## src/rtl/fwd_scoreboard_pkg.sv

```systemverilog
// +----------------------------------------------------------------------+
// | fwd_scoreboard_pkg : shared encodings for the forwarding scoreboard  |
// | Revision 1.0                                                         |
// +----------------------------------------------------------------------+
`default_nettype none

package fwd_scoreboard_pkg;
  localparam int FWD_SEL_RF         = 0;
  localparam int FWD_SEL_STAGE_BASE = 1;
  localparam int TNEW_W             = 2;
  localparam int TUSE_W             = 2;
endpackage

`default_nettype wire

```

## src/rtl/fwd_port_resolve.sv

```systemverilog
// +----------------------------------------------------------------------+
// | fwd_port_resolve : per-channel match, priority, stall and select     |
// | Revision 1.0                                                         |
// +----------------------------------------------------------------------+
`default_nettype none

module fwd_port_resolve
  import fwd_scoreboard_pkg::*;
#(
  parameter int DW     = 32,
  parameter int AW     = 5,
  parameter int NSTAGE = 3,
  parameter int TW     = TNEW_W,
  parameter int SW     = $clog2(NSTAGE) + 1
) (
  input  logic [AW-1:0]                ra_i,
  input  logic [TW-1:0]                tuse_i,
  input  logic [DW-1:0]                rf_rdata_i,
  input  logic [NSTAGE-1:0]            ent_valid_i,
  input  logic [NSTAGE-1:0][AW-1:0]    ent_wa_i,
  input  logic [NSTAGE-1:0][TW-1:0]    ent_tnew_i,
  input  logic [NSTAGE-1:0][DW-1:0]    stage_wdata_i,
  output logic [DW-1:0]                fwd_data_o,
  output logic [SW-1:0]                fwd_sel_o,
  output logic                         stall_o
);

  logic          hit;
  logic [SW-1:0] hit_idx;
  logic [TW-1:0] hit_tnew;
  logic [DW-1:0] hit_data;

  // Ascending scan with a found flag: the youngest matching entry wins.
  always_comb begin
    hit      = 1'b0;
    hit_idx  = '0;
    hit_tnew = '0;
    hit_data = '0;
    for (int k = 0; k < NSTAGE; k++) begin
      if (!hit && (ra_i != '0) && ent_valid_i[k] && (ent_wa_i[k] == ra_i)) begin
        hit      = 1'b1;
        hit_idx  = SW'(k);
        hit_tnew = ent_tnew_i[k];
        hit_data = stage_wdata_i[k];
      end
    end
  end

  // The last tracked stage always retires this cycle, so it never holds D.
  assign stall_o = hit && (hit_idx != SW'(NSTAGE - 1)) && (hit_tnew > tuse_i);

  always_comb begin
    fwd_data_o = rf_rdata_i;
    fwd_sel_o  = SW'(FWD_SEL_RF);
    if (ra_i == '0) begin
      fwd_data_o = '0;
    end else if (hit && (hit_tnew == '0)) begin
      fwd_data_o = hit_data;
      fwd_sel_o  = SW'(FWD_SEL_STAGE_BASE) + hit_idx;
    end
  end

endmodule

`default_nettype wire

```

## src/rtl/fwd_scoreboard.sv

```systemverilog
// +----------------------------------------------------------------------+
// | fwd_scoreboard : Tnew/Tuse hazard scoreboard with operand forwarding |
// | Revision 1.0                                                         |
// +----------------------------------------------------------------------+
`default_nettype none

module fwd_scoreboard
  import fwd_scoreboard_pkg::*;
#(
  parameter int DW     = 32,
  parameter int AW     = 5,
  parameter int NPORT  = 2,
  parameter int NSTAGE = 3,
  parameter int TW     = TNEW_W
) (
  input  logic                                   clk,
  input  logic                                   rst_n,
  input  logic                                   d_wen,
  input  logic [AW-1:0]                          d_wa,
  input  logic [TW-1:0]                          d_tnew,
  input  logic [NPORT*AW-1:0]                    d_ra,
  input  logic [NPORT*TW-1:0]                    d_tuse,
  input  logic [NPORT*DW-1:0]                    rf_rdata,
  input  logic [NSTAGE*DW-1:0]                   stage_wdata,
  output logic [NPORT*DW-1:0]                    d_fwd_data,
  output logic [NPORT*($clog2(NSTAGE)+1)-1:0]    d_fwd_sel,
  output logic                                   stall,
  output logic [15:0]                            stall_cnt
);

  localparam int SW = $clog2(NSTAGE) + 1;

  logic [NSTAGE-1:0]         valid_q, valid_d;
  logic [NSTAGE-1:0][AW-1:0] wa_q, wa_d;
  logic [NSTAGE-1:0][TW-1:0] tnew_q, tnew_d;
  logic [15:0]               stall_cnt_q, stall_cnt_d;
  logic [NPORT-1:0]          port_stall;

  always_comb begin
    valid_d    = '0;
    wa_d       = '0;
    tnew_d     = '0;
    valid_d[0] = !stall && d_wen && (d_wa != '0);
    wa_d[0]    = d_wa;
    tnew_d[0]  = d_tnew;
    for (int k = 1; k < NSTAGE; k++) begin
      valid_d[k] = valid_q[k-1];
      wa_d[k]    = wa_q[k-1];
      tnew_d[k]  = (tnew_q[k-1] == '0) ? '0 : tnew_q[k-1] - 1'b1;
    end
  end

  assign stall_cnt_d = (stall && (stall_cnt_q != 16'hFFFF)) ? stall_cnt_q + 16'd1 : stall_cnt_q;

  always_ff @(posedge clk or negedge rst_n) begin
    if (!rst_n) begin
      valid_q     <= '0;
      wa_q        <= '0;
      tnew_q      <= '0;
      stall_cnt_q <= '0;
    end else begin
      valid_q     <= valid_d;
      wa_q        <= wa_d;
      tnew_q      <= tnew_d;
      stall_cnt_q <= stall_cnt_d;
    end
  end

  generate
    for (genvar p = 0; p < NPORT; p++) begin : g_port
      fwd_port_resolve #(
        .DW     (DW),
        .AW     (AW),
        .NSTAGE (NSTAGE),
        .TW     (TW),
        .SW     (SW)
      ) u_resolve (
        .ra_i          (d_ra[p*AW +: AW]),
        .tuse_i        (d_tuse[p*TW +: TW]),
        .rf_rdata_i    (rf_rdata[p*DW +: DW]),
        .ent_valid_i   (valid_q),
        .ent_wa_i      (wa_q),
        .ent_tnew_i    (tnew_q),
        .stage_wdata_i (stage_wdata),
        .fwd_data_o    (d_fwd_data[p*DW +: DW]),
        .fwd_sel_o     (d_fwd_sel[p*SW +: SW]),
        .stall_o       (port_stall[p])
      );
    end
  endgenerate

  assign stall     = |port_stall;
  assign stall_cnt = stall_cnt_q;

endmodule

`default_nettype wire

```

## config.mk

```make
export PLATFORM = sky130hd
export DESIGN_NAME = fwd_scoreboard
export DESIGN_NICKNAME = d
export VERILOG_FILES = /design/src/rtl/fwd_scoreboard_pkg.sv /design/src/rtl/fwd_port_resolve.sv /design/src/rtl/fwd_scoreboard.sv
export SDC_FILE = /design/constraint.sdc
export NUM_CORES = 1
export LEC_CHECK = 0
export BUFFER_PORTS_ARGS = -buffer_cell sky130_fd_sc_hd__buf_2
export CAP_MARGIN = 40
export CORE_AREA = 3 3 104 106
export DETAILED_ROUTE_END_ITERATION = 16
export DIE_AREA = 0 0 107 109
export PLACE_DENSITY = 0.79
export SLEW_MARGIN = 15
export SYNTH_ARGS = -nofsm -noshare
export SYNTH_HDL_FRONTEND = slang
export SYNTH_SLANG_ARGS = --single-unit
```

## constraint.sdc

```tcl
create_clock -name clk -period 7.7 [get_ports clk]
set_input_delay 1.54 -clock clk [delete_from_list [all_inputs] [get_ports clk]]
set_output_delay 1.54 -clock clk [all_outputs]
set_load 0.05 [all_outputs]
```

======== Word-level counts from Yosys, hierarchy flattened ========
Index checks and enable logic that the tools add are counted.
operators by class
  $add $sub $neg .......................... 5
  mux-type cells .......................... 32
  eq/ne operators ......................... 9
  reductions and logical operators ........ 40
  magnitude comparators ................... 2
operator list
  kind                     count
  $mux W32                 10
  $eq A5 B5 Y1             6
  $logic_and A1 B1 Y1      25
  $mux W2                  10
  $add A16 B1 Y16 const B  1
  $ne A16 B16 Y1 const B   1
  $reduce_bool A5 Y1       3
  $mux W3                  4
  $logic_not A5 Y1         2
  $logic_not A2 Y1         4
  $mux W1                  8
  $add A1 B2 Y3 const A    2
  $logic_not A1 Y1         5
  $gt A2 B2 Y1             2
  $ne A2 B2 Y1 const B     2
  $sub A2 B1 Y2 const B    2
  $reduce_or A2 Y1         1
word-level totals
  output and inout bits ................... 87
  logic and storage cells ................. 96
  bits in registers ....................... 40
  bits of input ports ..................... 184

======== Longest topological paths before layout ========
  depth after elaboration ................. 21
  mapped depth ............................ 19
  mapped depth without buffers ............ 15

======== Cells and area by module ========
Synthesis repeated with hierarchy kept, for this count alone.
second synthesis, totals
  cell total of the unflattened synthesis .. 587
  area, all modules ....................... 4679.5 sq um
by module, submodules not included
  module            area an instance (sq um)  times used  cells an instance  seq. area each (sq um)
  fwd_port_resolve  1589.0                    2           242                0.0
  fwd_scoreboard    1501.4                    1           103                1001.0

======== Worst setup path after synthesis ========
No wires, ideal clock.
  path type ............................... in2out
  start ................................... input d_ra[0]
  end ..................................... output d_fwd_sel[1]
  stages on the path ...................... 9
  slack ................................... 1.583 ns
  arrival ................................. 4.577 ns
  path buffers ............................ 3
  data required time ...................... 6.160 ns
  cells stage by stage .................... buf_2 -> xnor2_1 -> o211ai_1 -> or4_4 -> o311a_1 -> a211o_1 -> buf_4 -> buf_6 -> a211oi_1
on the way
  longest elaborated chain between the ends .. 18
  elaborated cells between the ends (all ways) .. 28
  those cells by class .................... 1 x add/sub; 3 x eq/ne; 10 x mux; 14 x reduce/logical
ends and longest elaborated chain
  what                                                         RTL line                RTL
  start, declared                                              fwd_scoreboard.sv:21    input logic [NPORT*AW-1:0] d_ra,
  branches (longest 17 deep; another with $reduce_bool A5 Y1)  -
  $mux W3 *                                                    fwd_port_resolve.sv:55  if (ra_i == '0) begin
  end, declared                                                fwd_scoreboard.sv:26    output logic [NPORT*($clog2(NSTAGE)+1)-1:0] d_fwd_sel,
Mark *: on every way between the ends.

======== Worst setup path after layout ========
  start ................................... input d_ra[1]
  end ..................................... output stall
on the way
  longest elaborated chain between the ends .. 18
  elaborated cells between the ends (all ways) .. 27
  those cells by class .................... 1 x order compare; 4 x eq/ne; 8 x mux; 14 x reduce/logical
ends and longest elaborated chain
  what                              RTL line                RTL
  $reduce_bool A5 Y1                fwd_port_resolve.sv:40  if (!hit && (ra_i != '0) && ent_valid_i[k] && (ent_wa_i[k] == ra_i)) begin
  $logic_and A1 B1 Y1 (2 in a row)  fwd_port_resolve.sv:40
  $mux W1                           fwd_port_resolve.sv:40
  $logic_not A1 Y1                  fwd_port_resolve.sv:40
  $logic_and A1 B1 Y1 (3 in a row)  fwd_port_resolve.sv:40
  $mux W1                           fwd_port_resolve.sv:40
  $logic_not A1 Y1                  fwd_port_resolve.sv:40
  $logic_and A1 B1 Y1 (3 in a row)  fwd_port_resolve.sv:40
  $mux W2                           fwd_port_resolve.sv:40
  $ne A2 B2 Y1                      fwd_port_resolve.sv:50  assign stall_o = hit && (hit_idx != SW'(NSTAGE - 1)) && (hit_tnew > tuse_i);
  $logic_and A1 B1 Y1               fwd_port_resolve.sv:50
  $logic_and A1 B1 Y1 *             fwd_port_resolve.sv:50
  $reduce_or A2 Y1 *                fwd_scoreboard.sv:92    assign stall = |port_stall;
  end, declared                     fwd_scoreboard.sv:27    output logic stall,
Mark *: on every way between the ends. The rest lies on a longest branch, timed or not.

==> impl_metrics.json <==
{
  "status": "completed",
  "crit_type": "primary input to output port",
  "ant_nets": 0,
  "core-area_mm2": 0.00986,
  "async_flop_share_pct": 100,
  "core.rowCount": 36,
  "area_growth_pct": 36.6,
  "grt_antenna_before_repair": 4,
  "port-buffer-count": 268,
  "die_width_um": 107,
  "grt_usage_pct": 27.9,
  "grt_pass1_vias": 5214,
  "die-height_um": 109,
  "initial_utilization_pct": 42.2,
  "finalMaxSlewViolations": 0,
  "dieArea_mm2": 0.0117,
  "power_frac_comb_pct": 43.9,
  "fin_setup_tns_ns": 0,
  "yosysUniqueCellTypes": 52,
  "pwr-share-clk_pct": 24.3,
  "wl_per_cell_um": 19.5,
  "max-cap-violations": 0,
  "drt_iter0_drc": 387,
  "cp_data_arrival_time_ns": 5.35,
  "cts_tree": "done",
  "gp_congestion": 1.02,
  "via_per_inst": 5.94,
  "pin_count": 271,
  "rsz0062_at_grt": "false",
  "switching_power_w": 0.000305,
  "root_buffer": "clkbuf_8",
  "synthCells": 510,
  "cts.sinks": 40,
  "p_seq_share_pct": 31.8,
  "cts_buffers": 5,
  "power.internal_w": 0.000429,
  "num_vias": 5255,
  "overflow": 0,
  "fin_crit_ns": 6.89,
  "routed_wl_um": 17200,
  "firstDrtPassIters": 6,
  "utilization_pct": 57.7,
  "switching_share_pct": 41.6,
  "min_period_over_period_pct": 89.5,
  "hp-class": "register to register",
  "layout.nets": 937,
  "skew_ns": 0.00273,
  "grt_pass1_wl_um": 26300,
  "drive_above_1_share_pct": 43.4,
  "postCtsSetupRepairBufs": 0,
  "hold_violations": 0,
  "crit_fanout": 34,
  "powerDensity_mw_per_mm2": 129,
  "ys_seq_area_share_pct": 24.0,
  "grt_max_degree": 45,
  "ctsHtreeMaxLevel": 2,
  "synth_area_mm2": 0.00417,
  "p_leak_nw": 2.76,
  "cts_resized": 0,
  "tightest_slew_ns": 0.695,
  "dpl.hpwl_um": 13300,
  "max-vdd-ir-drop_mv": 0.215,
  "dp.cells": 873,
  "critPathLaunchType": "primary input",
  "fmax_mhz": 145,
  "drc_errors": 0,
  "synthFlopType": "dfrtp_1",
  "synth_enable_flop_cells": 0,
  "cts.path.max_buffers": 2,
  "clk_pin_slew_ns": 0.08,
  "insertion_delay_ns": 0.29,
  "worstPathRequired_ns": 6.16,
  "cts_hold_buffers": 0,
  "layoutNonFillerInstCount": 884,
  "yosys_register_bits": 40,
  "setup_violations": 0,
  "critPathCaptureType": "output port",
  "slew_headroom_pct": 53.7,
  "yosysWarnings": 0,
  "syn_area_per_cell_um2": 8.17
}
-- critical path, cell delays in order --
cell and delay (ns):
buf_2 0.14, or4_1 0.57, or2_2 0.58, and3_1 0.48, buf_4 0.32, nor2_8 0.36
nand2_1 0.10, o21ai_0 0.08, a21oi_1 0.09, ha_1 0.28, a21oi_1 0.13, o21ai_0 0.15
nand2_1 0.20, buf_2 0.30
-- synth_stat cells, types with 4 or more instances --
cell,number,share of area (%)
o21ai_1,32,3.8
buf_4,8,1.4
and3_1,4,0.60
nor2_1,6,0.54
and2_1,5,0.75
buf_2,6,0.72
o21ai_0,54,6.5
inv_1,6,0.54
o21ai_2,7,1.5
xor2_1,9,1.9
ha_1,5,1.5
nand2_1,49,4.4
a21oi_1,14,1.7
o211ai_2,7,2.1
nand3_1,36,4.3
nor2b_1,4,0.60
xnor2_1,35,7.4
o221a_2,4,1.1
a221o_1,59,14
clkbuf_1,30,2.7
buf_6,6,1.6
nand4_1,11,1.7
dfrtp_1,40,24
o211ai_1,27,4.9
-- layout by cell type, fill, tap and decap left out, types with 7 or more instances in the layout --
cell type / n
a21oi_1: 14
a221o_1: 59
buf_2: 268
buf_4: 12
dfrtp_1: 40
nand2_1: 49
nand3_1: 36
nand4_1: 11
o211ai_1: 27
o211ai_2: 7
o21ai_0: 54
o21ai_1: 32
o21ai_2: 7
xnor2_1: 35
xor2_1: 9
-- power groups by stage --
| stage | clock network (W) | logic, W | registers [W] |
|---|---|---|---|
| 6_report | 0.000178 | 0.000322 | 0.000233 |
| 5_1_grt | 0.000191 | 0.000343 | 0.000235 |
| 4_1_cts | 0.000183 | 0.000321 | 0.000233 |
| 3_5_place_dp | 0 | 0.000320 | 0.000237 |
| 3_3_place_gp | 0 | 0.000314 | 0.000236 |
| 2_1_floorplan | 0 | 0.000192 | 0.000251 |
-- layout make-up --
class,instances,area [um^2]
Antenna cell,2,5.00
Clock buffer,6,82.6
Sequential cell,40,1000
Clock inverter,2,38.8
Timing Repair Buffer,283,1490
Tap cell,133,166
Inverter,6,22.5
Fill cell,905,4170
Multi-Input combinational cell,412,2880
-- layer usage --
layer / track usage, % / up-vias / part of all wire (%)
li1: - / 2458 / -
met1: 32.7 / 2486 / 37
met2: 50.8 / 260 / 52
met3: 4.74 / 47 / 7.5
met4: 11.3 / 4 / 3.2
met5: 0 / - / 0.20
-- metrics by stage --
stage | setup WS, ns | area (um^2) | hold slack, ns | total power (W)
finish | 0.807 | 5690 | 0.411 | 0.000734
global route | 0.530 | 5690 | 0.417 | 0.000769
CTS | 0.825 | 5670 | 0.408 | 0.000737
detailed placement | 0.830 | 5540 | 0.390 | 0.000557
global placement | 0.985 | 5490 | 0.386 | 0.000550
floorplan | 1.58 | 4170 | 0.367 | 0.000443
-- path summary, 6_finish.rpt --
| path | from | end | slack [ns] | cells after the start |
|---|---|---|---|---|
| max | d_ra[1] | stall | 0.81 | 14 |
| min | valid_q[1] | valid_q[2] | 0.41 | 0 |
| max reg2reg | wa_d[13] | stall_cnt[1] | 3.51 | 14 |
| min reg2reg | valid_q[1] | valid_q[2] | 0.41 | 0 |
| max in group asynchronous | rst_n | stall_cnt[7] | 6.21 | 2 |
| min in group asynchronous | rst_n | wa_q[12] | 1.08 | 1 |
-- flip-flops by register name, indices dropped and copies added (netlist names) --
signal,flops
valid_q,3
wa_d,10
tnew_q,6
stall_cnt,16
wa_q,5
-- kinds of logic (layout without fill, tap and decap cells) --
kind of cell    count (synthesis)  count (layout)  share of synthesized area, %
compound gates                218             218                          38.9
xor+xnor                       44              44                          9.25
fa+ha+maj                       5               5                          1.50
buf+inv                        59             297                          7.36
flops                          40              40                          24.0
mux                             1               1                         0.270
other cells                     1               4                        0.0900
simple gates                  142             142                          18.6
Power figures use the tool's default switching activity.
